File: src/rtl/ucode_sequencer_pkg.sv
// Shared definitions for the SCAMP microcode sequencer: microinstruction field positions,
// bus codes used by the control logic, sequencer state encoding and the decoded-strobe bundle.
package ucode_sequencer_pkg;

    localparam int UI_W = 16;

    // With eo_bar=1 the ALU field is reused for bus_out and the rt/pp bits.
    localparam int EO_BIT     = 15;
    localparam int ALU_HI     = 14;
    localparam int ALU_LO     = 9;
    localparam int BUS_OUT_HI = 14;
    localparam int BUS_OUT_LO = 12;
    localparam int RT_BIT     = 11;
    localparam int PP_BIT     = 10;
    localparam int CE_BIT     = 8;
    localparam int BUS_IN_HI  = 7;
    localparam int BUS_IN_LO  = 5;
    localparam int JZ_BIT     = 4;
    localparam int JGT_BIT    = 3;
    localparam int JLT_BIT    = 2;
    localparam int JC_BIT     = 1;

    localparam logic [2:0] OUT_DO  = 3'd6;
    localparam logic [2:0] IN_NONE = 3'd0;
    localparam logic [2:0] IN_DI   = 3'd6;

    localparam logic [7:0] SEL_IDLE  = 8'hFF;
    localparam logic [7:0] LOAD_MASK = 8'h3E;

    typedef enum logic [1:0] {
        ST_RUN  = 2'd0,
        ST_WAIT = 2'd1,
        ST_HALT = 2'd2
    } seq_state_e;

    typedef struct packed {
        logic       eo_bar;
        logic [5:0] alu_flags;
        logic       ce;
        logic [2:0] bus_out;
        logic [7:0] out_sel_bar;
        logic [7:0] in_sel_bar;
        logic       rt;
        logic       pp;
        logic       jz;
        logic       jgt;
        logic       jlt;
        logic       jc;
    } ucode_ctrl_t;

    function automatic logic [7:0] sel_low(input logic [2:0] code);
        sel_low = ~(8'd1 << code);
    endfunction

endpackage

File: src/rtl/ucode_sequencer_if.sv
// Sequencer-to-datapath connection: ROM address/data, device handshake and all decoded strobes.
// master = the sequencer, slave = the IR/ROM/datapath side.
interface ucode_sequencer_if #(
    parameter int OPC_W = 8,
    parameter int T_W   = 3
);
    logic [OPC_W-1:0]     opcode;
    logic [OPC_W+T_W-1:0] rom_addr;
    logic [15:0]          rom_data;
    logic                 dev_ready;
    logic [T_W-1:0]       tstate;
    logic                 eo_bar;
    logic [5:0]           alu_flags;
    logic                 ce;
    logic [7:0]           out_sel_bar;
    logic [7:0]           in_sel_bar;
    logic                 rt;
    logic                 pp;
    logic                 jz;
    logic                 jgt;
    logic                 jlt;
    logic                 jc;
    logic                 halted;
    logic                 waiting;
    logic                 bus_err;

    modport master (
        input  opcode, rom_data, dev_ready,
        output rom_addr, tstate, eo_bar, alu_flags, ce, out_sel_bar, in_sel_bar,
        output rt, pp, jz, jgt, jlt, jc, halted, waiting, bus_err
    );

    modport slave (
        output opcode, rom_data, dev_ready,
        input  rom_addr, tstate, eo_bar, alu_flags, ce, out_sel_bar, in_sel_bar,
        input  rt, pp, jz, jgt, jlt, jc, halted, waiting, bus_err
    );
endinterface

File: src/rtl/ucode_field_decode.sv
// Pure combinational microinstruction decode into active-low bus selects, ALU flags and jumps.
// No state or gating here; the sequencer applies halt/wait suppression on top.
module ucode_field_decode
    import ucode_sequencer_pkg::*;
(
    input  logic [UI_W-1:0] i_uinstr,
    output ucode_ctrl_t     o_ctrl
);
    logic [2:0] w_bus_in;
    logic       w_unused_bit0;

    assign w_bus_in      = i_uinstr[BUS_IN_HI:BUS_IN_LO];
    assign w_unused_bit0 = i_uinstr[0];

    // NOTE: every field gets a default first so no path through always_comb can infer a latch.
    always_comb begin
        o_ctrl             = '0;
        o_ctrl.eo_bar      = i_uinstr[EO_BIT];
        o_ctrl.alu_flags   = i_uinstr[ALU_HI:ALU_LO];
        o_ctrl.ce          = i_uinstr[CE_BIT];
        o_ctrl.bus_out     = i_uinstr[BUS_OUT_HI:BUS_OUT_LO];
        o_ctrl.out_sel_bar = i_uinstr[EO_BIT] ? sel_low(o_ctrl.bus_out) : SEL_IDLE;
        o_ctrl.in_sel_bar  = (w_bus_in == IN_NONE) ? SEL_IDLE : sel_low(w_bus_in);
        o_ctrl.rt          = i_uinstr[EO_BIT] & i_uinstr[RT_BIT];
        o_ctrl.pp          = i_uinstr[EO_BIT] & i_uinstr[PP_BIT];
        o_ctrl.jz          = i_uinstr[JZ_BIT];
        o_ctrl.jgt         = i_uinstr[JGT_BIT];
        o_ctrl.jlt         = i_uinstr[JLT_BIT];
        o_ctrl.jc          = i_uinstr[JC_BIT];
    end
endmodule

File: src/rtl/ucode_sequencer.sv
// SCAMP microcode sequencer: T-state counter, ROM addressing, halt and device-wait stalls.
// Define UCODE_DEV_WAIT_EN to enable the WAIT state, its timeout and bus_err.
module ucode_sequencer
    import ucode_sequencer_pkg::*;
#(
    parameter int OPC_W     = 8,
    parameter int T_W       = 3,
    parameter int NSTEPS    = 8,
    parameter int HALT_CODE = 7,
    parameter int WAIT_MAX  = 255
) (
    input  logic            clk,
    input  logic            reset_bar,
    ucode_sequencer_if.master bus
);
`ifdef UCODE_DEV_WAIT_EN
    localparam bit WAIT_EN = 1'b1;
`else
    localparam bit WAIT_EN = 1'b0;
`endif

    localparam int             CNT_W     = (WAIT_MAX < 2) ? 1 : $clog2(WAIT_MAX + 1);
    localparam logic [T_W-1:0] LAST_STEP = T_W'(NSTEPS - 1);
    localparam logic [2:0]     HALT_SEL  = 3'(HALT_CODE);
    localparam logic [CNT_W-1:0] CNT_MAX = CNT_W'(WAIT_MAX);

    seq_state_e           r_state;
    logic [T_W-1:0]       r_tstate;
    logic [CNT_W-1:0]     r_wait_cnt;
    logic                 r_bus_err;

    ucode_ctrl_t          w_raw;
    ucode_ctrl_t          w_ctrl;
    logic                 w_dev_strobe;
    logic                 w_timeout;
    logic                 w_halt_req;
    logic                 w_stall;
    logic [OPC_W+T_W-1:0] w_rom_addr;

    ucode_field_decode u_decode (
        .i_uinstr (bus.rom_data),
        .o_ctrl   (w_raw)
    );

    assign w_rom_addr   = {bus.opcode, r_tstate};
    assign w_dev_strobe = !w_raw.out_sel_bar[OUT_DO] || !w_raw.in_sel_bar[IN_DI];
    assign w_timeout    = (r_state == ST_WAIT) && (r_wait_cnt >= CNT_MAX);
    assign w_halt_req   = (r_state != ST_HALT) && w_raw.eo_bar && (w_raw.bus_out == HALT_SEL);

    // The stall is visible in the very cycle the device strobe meets dev_ready=0.
    assign w_stall = WAIT_EN && (r_state != ST_HALT) && w_dev_strobe && !bus.dev_ready && !w_timeout;

    always_comb begin
        w_ctrl = w_raw;
        if (r_state == ST_HALT) begin
            w_ctrl.eo_bar      = 1'b1;
            w_ctrl.ce          = 1'b0;
            w_ctrl.out_sel_bar = SEL_IDLE;
            w_ctrl.in_sel_bar  = SEL_IDLE;
            w_ctrl.rt          = 1'b0;
            w_ctrl.pp          = 1'b0;
            {w_ctrl.jz, w_ctrl.jgt, w_ctrl.jlt, w_ctrl.jc} = 4'b0000;
        end else if (w_stall) begin
            // Device strobe and bus source stay live; only register loads and sequencing are held.
            w_ctrl.in_sel_bar  = w_raw.in_sel_bar | LOAD_MASK;
            w_ctrl.rt          = 1'b0;
            w_ctrl.pp          = 1'b0;
            {w_ctrl.jz, w_ctrl.jgt, w_ctrl.jlt, w_ctrl.jc} = 4'b0000;
        end
    end

    // NOTE: sequential state uses non-blocking assignments so every register samples pre-edge values.
    always_ff @(posedge clk) begin
        if (!reset_bar) begin
            r_state    <= ST_RUN;
            r_tstate   <= '0;
            r_wait_cnt <= '0;
            r_bus_err  <= 1'b0;
        end else begin
            case (r_state)
                ST_RUN, ST_WAIT: begin
                    if (w_halt_req) begin
                        r_state    <= ST_HALT;
                        r_wait_cnt <= '0;
                    end else if (w_stall) begin
                        r_state    <= ST_WAIT;
                        r_wait_cnt <= r_wait_cnt + CNT_W'(1);
                    end else begin
                        r_state    <= ST_RUN;
                        r_wait_cnt <= '0;
                        if (w_timeout && w_dev_strobe && !bus.dev_ready) begin
                            r_bus_err <= 1'b1;
                        end
                        r_tstate <= (w_raw.rt || r_tstate == LAST_STEP) ? '0 : r_tstate + T_W'(1);
                    end
                end
                ST_HALT: begin
                    r_state <= ST_HALT;
                end
                default: begin
                    r_state <= ST_RUN;
                end
            endcase
        end
    end

    assign bus.rom_addr    = w_rom_addr;
    assign bus.tstate      = r_tstate;
    assign bus.eo_bar      = w_ctrl.eo_bar;
    assign bus.alu_flags   = w_ctrl.alu_flags;
    assign bus.ce          = w_ctrl.ce;
    assign bus.out_sel_bar = w_ctrl.out_sel_bar;
    assign bus.in_sel_bar  = w_ctrl.in_sel_bar;
    assign bus.rt          = w_ctrl.rt;
    assign bus.pp          = w_ctrl.pp;
    assign bus.jz          = w_ctrl.jz;
    assign bus.jgt         = w_ctrl.jgt;
    assign bus.jlt         = w_ctrl.jlt;
    assign bus.jc          = w_ctrl.jc;
    assign bus.halted      = (r_state == ST_HALT);
    assign bus.waiting     = w_stall;
    assign bus.bus_err     = r_bus_err;
endmodule
File: src/flat_wrapper.sv
// flat-port wrapper written by rule: the top's interface ports become plain ports
module ucode_sequencer_flat import ucode_sequencer_pkg::*;
#(
    parameter int OPC_W     = 8,
    parameter int T_W       = 3,
    parameter int NSTEPS    = 8,
    parameter int HALT_CODE = 7,
    parameter int WAIT_MAX  = 255
)
  (clk, reset_bar, bus_opcode, bus_rom_data, bus_dev_ready, bus_rom_addr, bus_tstate, bus_eo_bar, bus_alu_flags, bus_ce, bus_out_sel_bar, bus_in_sel_bar, bus_rt, bus_pp, bus_jz, bus_jgt, bus_jlt, bus_jc, bus_halted, bus_waiting, bus_bus_err);
  ucode_sequencer_if #(.OPC_W(OPC_W), .T_W(T_W)) bus_i ();
  input  logic clk;
  input  logic reset_bar;
  input wire logic [$bits(bus_i.opcode)-1:0] bus_opcode;
  input wire logic [$bits(bus_i.rom_data)-1:0] bus_rom_data;
  input wire logic [$bits(bus_i.dev_ready)-1:0] bus_dev_ready;
  output wire logic [$bits(bus_i.rom_addr)-1:0] bus_rom_addr;
  output wire logic [$bits(bus_i.tstate)-1:0] bus_tstate;
  output wire logic [$bits(bus_i.eo_bar)-1:0] bus_eo_bar;
  output wire logic [$bits(bus_i.alu_flags)-1:0] bus_alu_flags;
  output wire logic [$bits(bus_i.ce)-1:0] bus_ce;
  output wire logic [$bits(bus_i.out_sel_bar)-1:0] bus_out_sel_bar;
  output wire logic [$bits(bus_i.in_sel_bar)-1:0] bus_in_sel_bar;
  output wire logic [$bits(bus_i.rt)-1:0] bus_rt;
  output wire logic [$bits(bus_i.pp)-1:0] bus_pp;
  output wire logic [$bits(bus_i.jz)-1:0] bus_jz;
  output wire logic [$bits(bus_i.jgt)-1:0] bus_jgt;
  output wire logic [$bits(bus_i.jlt)-1:0] bus_jlt;
  output wire logic [$bits(bus_i.jc)-1:0] bus_jc;
  output wire logic [$bits(bus_i.halted)-1:0] bus_halted;
  output wire logic [$bits(bus_i.waiting)-1:0] bus_waiting;
  output wire logic [$bits(bus_i.bus_err)-1:0] bus_bus_err;
  assign bus_i.opcode = bus_opcode;
  assign bus_i.rom_data = bus_rom_data;
  assign bus_i.dev_ready = bus_dev_ready;
  assign bus_rom_addr = bus_i.rom_addr;
  assign bus_tstate = bus_i.tstate;
  assign bus_eo_bar = bus_i.eo_bar;
  assign bus_alu_flags = bus_i.alu_flags;
  assign bus_ce = bus_i.ce;
  assign bus_out_sel_bar = bus_i.out_sel_bar;
  assign bus_in_sel_bar = bus_i.in_sel_bar;
  assign bus_rt = bus_i.rt;
  assign bus_pp = bus_i.pp;
  assign bus_jz = bus_i.jz;
  assign bus_jgt = bus_i.jgt;
  assign bus_jlt = bus_i.jlt;
  assign bus_jc = bus_i.jc;
  assign bus_halted = bus_i.halted;
  assign bus_waiting = bus_i.waiting;
  assign bus_bus_err = bus_i.bus_err;
  ucode_sequencer #(.OPC_W(OPC_W), .T_W(T_W), .NSTEPS(NSTEPS), .HALT_CODE(HALT_CODE), .WAIT_MAX(WAIT_MAX)) u_core (.clk(clk), .reset_bar(reset_bar), .bus(bus_i));
endmodule
File: config.mk
export PLATFORM = sky130hd
export DESIGN_NAME = ucode_sequencer_flat
export DESIGN_NICKNAME = d
export VERILOG_FILES = /design/src/rtl/ucode_sequencer_pkg.sv /design/src/rtl/ucode_sequencer_if.sv /design/src/rtl/ucode_field_decode.sv /design/src/rtl/ucode_sequencer.sv /design/src/flat_wrapper.sv
export SDC_FILE = /design/constraint.sdc
export NUM_CORES = 1
export LEC_CHECK = 0
export ABC_CLOCK_PERIOD_IN_PS = 6100
export CORE_MARGIN = 4
export CORE_UTILIZATION = 31
export DETAILED_ROUTE_END_ITERATION = 10
export HOLD_SLACK_MARGIN = 0.02
export PLACE_DENSITY = 0.89
export SKIP_LAST_GASP = 1
export SYNTH_ARGS = -nofsm -noshare
export SYNTH_HDL_FRONTEND = slang
export SYNTH_HIERARCHICAL = 1
export SYNTH_SLANG_ARGS = --single-unit
File: constraint.sdc
create_clock -name clk -period 6.1 [get_ports clk]
set_clock_uncertainty 0.2 [all_clocks]
set_input_delay 1.83 -clock clk [delete_from_list [all_inputs] [get_ports clk]]
set_output_delay 1.83 -clock clk [all_outputs]
set_load 0.02 [all_outputs]
After elaboration in Yosys (flattened, before gate mapping)
Index checks and enable logic that the tools add are counted.
{"block": "totals", "reg_bits": 5, "inputBits": 27, "out_inout_bits": 47, "word_cells": 31}
{"block": "classes", "n_addsub": 1, "eq_ne": 5, "n_shift": 2, "n_mux": 9, "n_bitwise": 5, "n_reduce_logical": 7}
{"operator": "$mux W8", "count": 3}
{"operator": "$not A8 Y8", "count": 2}
{"operator": "$shl A1 B3 Y8 const A", "count": 2}
{"operator": "$mux W14", "count": 1}
{"operator": "$eq A3 B3 Y1 const B", "count": 2}
{"operator": "$pmux W2 S2", "count": 1}
{"operator": "$add A3 B1 Y3 const B", "count": 1}
{"operator": "$logic_not A3 Y1", "count": 1}
{"operator": "$mux W3", "count": 1}
{"operator": "$and A1 B1 Y1", "count": 2}
{"operator": "$eq A2 B1 Y1 const B", "count": 1}
{"operator": "$eq A2 B2 Y1 const B", "count": 1}
{"operator": "$logic_and A1 B1 Y1", "count": 2}
{"operator": "$logic_not A2 Y1", "count": 1}
{"operator": "$mux W1", "count": 2}
{"operator": "$mux W2", "count": 1}
{"operator": "$ne A2 B2 Y1 const B", "count": 1}
{"operator": "$reduce_and A2 Y1", "count": 1}
{"operator": "$reduce_or A2 Y1", "count": 1}
{"operator": "$logic_or A1 B1 Y1", "count": 1}
{"operator": "$not A1 Y1", "count": 1}

Depth between registers and ports, before layout
{"block": "logic_depth", "depth_word": 5, "depth_mapped": 4, "mapped_depth_nobuf": 4}

Hierarchy
Netlist, hierarchy kept.
{"module": "ucode_sequencer", "n_inst": 1, "cells_each": 57, "area_per_inst_um2": 460.4, "seq_area_each_um2": 80.1}
{"module": "ucode_field_decode", "n_inst": 1, "cells_each": 35, "area_per_inst_um2": 274.0, "seq_area_each_um2": 0.0}

Least setup slack after synthesis
Ideal clock, no wire load.
{"block": "synth_path", "path_kind": "in2out", "startpoint": "input bus_rom_data[15]", "endpoint": "output bus_out_sel_bar[0]", "arrival_ns": 2.698, "required_time_ns": 4.070, "setup_slack_ns": 1.372, "stages": 3, "path_buffers": 1, "cell_sequence": "buf_4 or4b_1 or2_2"}
{"item": "start: declaration", "line": "flat_wrapper.sv:15", "rtl": "input wire logic [$bits(bus_i.rom_data)-1:0] bus_rom_data;"}
{"item": "end: declaration", "line": "flat_wrapper.sv:22", "rtl": "output wire logic [$bits(bus_i.out_sel_bar)-1:0] bus_out_sel_bar;"}

==> run_summary.xml <==
<?xml version="1.0" encoding="UTF-8"?>
<metrics>
  <group name="status">
    <metric name="run_status" unit="">finished, final reports clean</metric>
  </group>
  <group name="placement">
    <metric name="post_placement_cell_count" unit="">143</metric>
    <metric name="dp_worst_setup_slack" unit="ns">0.401</metric>
    <metric name="detailed_place_hpwl" unit="mm">1.46</metric>
    <metric name="port_buffers" unit="">50</metric>
    <metric name="finalWeightedCongestion" unit="">0.784</metric>
  </group>
  <group name="global_routing">
    <metric name="grt_first_pass_wirelength" unit="mm">2.75</metric>
    <metric name="antenna_violations_before_repair" unit="">0</metric>
    <metric name="grt_pass1_vias" unit="">662</metric>
    <metric name="grt_use_total" unit="%">10.6</metric>
    <metric name="residual_overflow_from_global_routing" unit="">0</metric>
    <metric name="grt_start_max_net_pins" unit="">27</metric>
  </group>
  <group name="worst_setup_path">
    <metric name="cp_common_cell" unit="">clkdlybuf4s50_1</metric>
    <metric name="regToRegStartpoint" unit="">u_core/bus.tstate[0]</metric>
    <metric name="arrival" unit="ns">3.67</metric>
    <metric name="path_delay_family" unit="">buffers and inverters</metric>
    <metric name="critPathMaxFanout" unit="">7</metric>
    <metric name="critical_path_buf_inv_count" unit="">2</metric>
    <metric name="criticalPathCategory" unit="">in -&gt; out</metric>
    <metric name="max_stage_delay" unit="ns">0.56</metric>
    <metric name="cp_slowest_cell" unit="">clkdlybuf4s50_1</metric>
    <metric name="path_cells" unit="">clkdlybuf4s50_1 &gt; or3b_2 &gt; or2_2 &gt; clkdlybuf4s50_1</metric>
    <metric name="cp-startpoint" unit="">bus_rom_data[6]</metric>
    <metric name="critPathCaptureType" unit="">output port</metric>
    <metric name="worstSetupStartpointType" unit="">primary input</metric>
    <metric name="critPathRequiredTime" unit="ns">4.07</metric>
  </group>
  <group name="sta">
    <metric name="slew_headroom" unit="%">53.5</metric>
    <metric name="final_count_of_pins_violating_max_slew" unit="">0</metric>
    <metric name="fraction_of_the_cycle_the_final_worst_path_needs" unit="%">93.5</metric>
    <metric name="holdWs" unit="ns">0.294</metric>
    <metric name="fmax" unit="MHz">175</metric>
    <metric name="report.final.setup_viol" unit="">0</metric>
    <metric name="finalSetupTns" unit="ns">0</metric>
    <metric name="report.final.hold_viol_count" unit="">0</metric>
    <metric name="final_period_minus_worst_setup_slack" unit="ns">5.70</metric>
    <metric name="finalWorstSetupSlack" unit="ns">0.397</metric>
    <metric name="worst_pin_slew" unit="ns">0.697</metric>
    <metric name="setup_repair_after_global_routing_missed_its_margin" unit="">no</metric>
  </group>
  <group name="synthesis">
    <metric name="yosys_register_bits" unit="">4</metric>
    <metric name="yosysSeqAreaShare" unit="%">10.9</metric>
    <metric name="post_synthesis_instance_total" unit="">92</metric>
    <metric name="synthesis.area_per_instance" unit="sq um">7.98</metric>
    <metric name="synth_cell_types" unit="">18</metric>
    <metric name="synth.cell_area" unit="sq um">734</metric>
    <metric name="synth-warning-count" unit="">6</metric>
  </group>
  <group name="pwr">
    <metric name="power.share.sequential" unit="%">23.6</metric>
    <metric name="internal-power" unit="uW">88.6</metric>
    <metric name="p_sw" unit="uW">44.7</metric>
    <metric name="cellPowerDensity" unit="nW/um^2">122</metric>
    <metric name="share_clk_of_total_power" unit="%">23.4</metric>
    <metric name="worst_ir_drop_vdd" unit="V">0.0000619</metric>
    <metric name="comb_power_share" unit="%">53.0</metric>
    <metric name="total_leakage_power" unit="uW">0.000418</metric>
    <metric name="power.share.switching" unit="%">33.6</metric>
  </group>
  <group name="die">
    <metric name="std_cell_rows" unit="">17</metric>
    <metric name="die_width" unit="microns">56.7</metric>
    <metric name="effective_utilization_at_floorplan" unit="%">32.9</metric>
    <metric name="total_die_area" unit="sq um">3210</metric>
    <metric name="fp.coreArea" unit="sq um">2230</metric>
    <metric name="ios" unit="">74</metric>
    <metric name="floorplan.die.height" unit="microns">56.7</metric>
  </group>
  <group name="clock_network">
    <metric name="root_buffer_cell" unit="">clkbuf_4</metric>
    <metric name="cts_resized" unit="">0</metric>
    <metric name="clk_latency" unit="ns">0.23</metric>
    <metric name="clockBufferDepth" unit="">2</metric>
    <metric name="clock_sinks" unit="">4</metric>
    <metric name="clk_pin_slew_worst_paths" unit="ns">0.04</metric>
    <metric name="tritoncts" unit="">done</metric>
    <metric name="post-cts-setup-buffers" unit="">0</metric>
    <metric name="htree_levels" unit="">1</metric>
    <metric name="numCtsBuffers" unit="">3</metric>
    <metric name="cts.hold.buffers_added" unit="">0</metric>
  </group>
  <group name="finish">
    <metric name="insertedDiodeCount" unit="">0</metric>
    <metric name="fin_util" unit="%">49.0</metric>
    <metric name="mostFrequentLayoutCells" unit="">50 x clkdlybuf4s50_1, 17 x or2_2, 8 x nor2b_1</metric>
    <metric name="synthToLayoutAreaGrowth" unit="%">48.9</metric>
    <metric name="post_route_cells_drive_above_1_share" unit="%">23.7</metric>
    <metric name="final.fill_count" unit="">220</metric>
    <metric name="layout.cells.most_common" unit="">clkdlybuf4s50_1</metric>
    <metric name="finish.cell_count_without_fillers" unit="">146</metric>
    <metric name="design.final.nets" unit="">149</metric>
  </group>
  <group name="detailed_routing">
    <metric name="drt_drc_violations_left" unit="">0</metric>
    <metric name="drt.antenna.violating_nets" unit="">0</metric>
    <metric name="avgRoutedWirePerCell" unit="microns">12.3</metric>
    <metric name="drt_iter0_drc" unit="">12</metric>
    <metric name="detailroute.via_count" unit="">680</metric>
    <metric name="route.final.wire_length" unit="mm">1.80</metric>
    <metric name="vias_per_cell" unit="">4.66</metric>
    <metric name="dr.pass1.iters" unit="">3</metric>
  </group>
  <group name="hold_path">
    <metric name="min_path_type" unit="">reg -&gt; reg</metric>
    <metric name="min-delay-start" unit="">u_core/bus.tstate[2]</metric>
  </group>
  <group name="run">
    <metric name="max_cap_viol_count" unit="">0</metric>
  </group>
</metrics>
[routing by layer]
metal | global-route usage, % | part of all wire (%) | up-vias
li1 | - | - | 331
met1 | 10.2 | 38 | 307
met2 | 20.3 | 49 | 38
met3 | 2.30 | 12 | 4
met4 | 5.76 | 1.2 | 0
met5 | 0 | 0 | -
[worst paths after layout]
check	end	slack, ns	cells after the start
max	bus_in_sel_bar[2]	0.40	4
min	u_core/bus.tstate[2]	0.29	2
max reg2reg	u_core/bus.tstate[0]	4.42	4
min reg2reg	u_core/bus.tstate[2]	0.29	2
[through the flow]
step           total power, uW  cell area [sq um]
2_1_floorplan             81.8                738
3_3_place_gp               101               1070
3_5_place_dp               103               1070
4_1_cts                    135               1090
5_1_grt                    143               1090
6_report                   133               1090
[power groups by stage]
stage	logic [uW]	registers, uW	clock network, uW
6_report	70.7	31.4	31.3
5_1_grt	75.2	31.9	36.1
4_1_cts	71.3	31.4	32.5
3_5_place_dp	71.0	31.9	0
3_3_place_gp	69.8	31.4	0
2_1_floorplan	49.3	32.5	0
[logic make-up after synthesis]
family	after synthesis	share of synthesized area (%)
AND/OR/NAND/NOR	48	46.7
flip-flops	4	10.9
multiplexers	3	4.09
buffers and inverters	32	31.7
other	2	1.02
adder cells (fa/ha/maj)	2	3.41
AO/OA/AOI/OAI	1	2.22
[cell type report]
type	instances	area, sq um	area share, %
Timing Repair Buffer	54	531	48.5
Multi-Input combinational cell	57	425	38.9
Sequential cell	4	80.1	7.32
Tap cell	28	35.0	3.20
Clock buffer	3	22.5	2.06
[synth_stat cells (all sizes together)]
master / n / share of area [%]
buf: 30 / 31
clkbuf: 2 / 1.0
a41oi: 1 / 2.2
nand4b: 3 / 3.6
nor2b: 8 / 6.8
nand3b: 3 / 3.1
mux2i: 3 / 4.1
or3b: 3 / 3.6
nand3: 1 / 0.68
nand4: 1 / 0.85
conb: 2 / 1.0
dfxtp: 4 / 11
or4b: 2 / 2.7
nand2: 3 / 1.5
and2: 2 / 1.7
ha: 2 / 3.4
nand4bb: 5 / 7.7
or2: 17 / 14
[worst register-to-register path: stages, from the launching register on]
cell	delay [ns]
dfxtp_1	0.34
ha_1	0.22
ha_1	0.20
or4b_1	0.51
mux2i_1	0.14
[state kept, by name, summed over array words and instances (netlist names)]
register	cells
u_core/bus.tstate	3
u_core/r_state	1
Power figures use the tool's default switching activity.
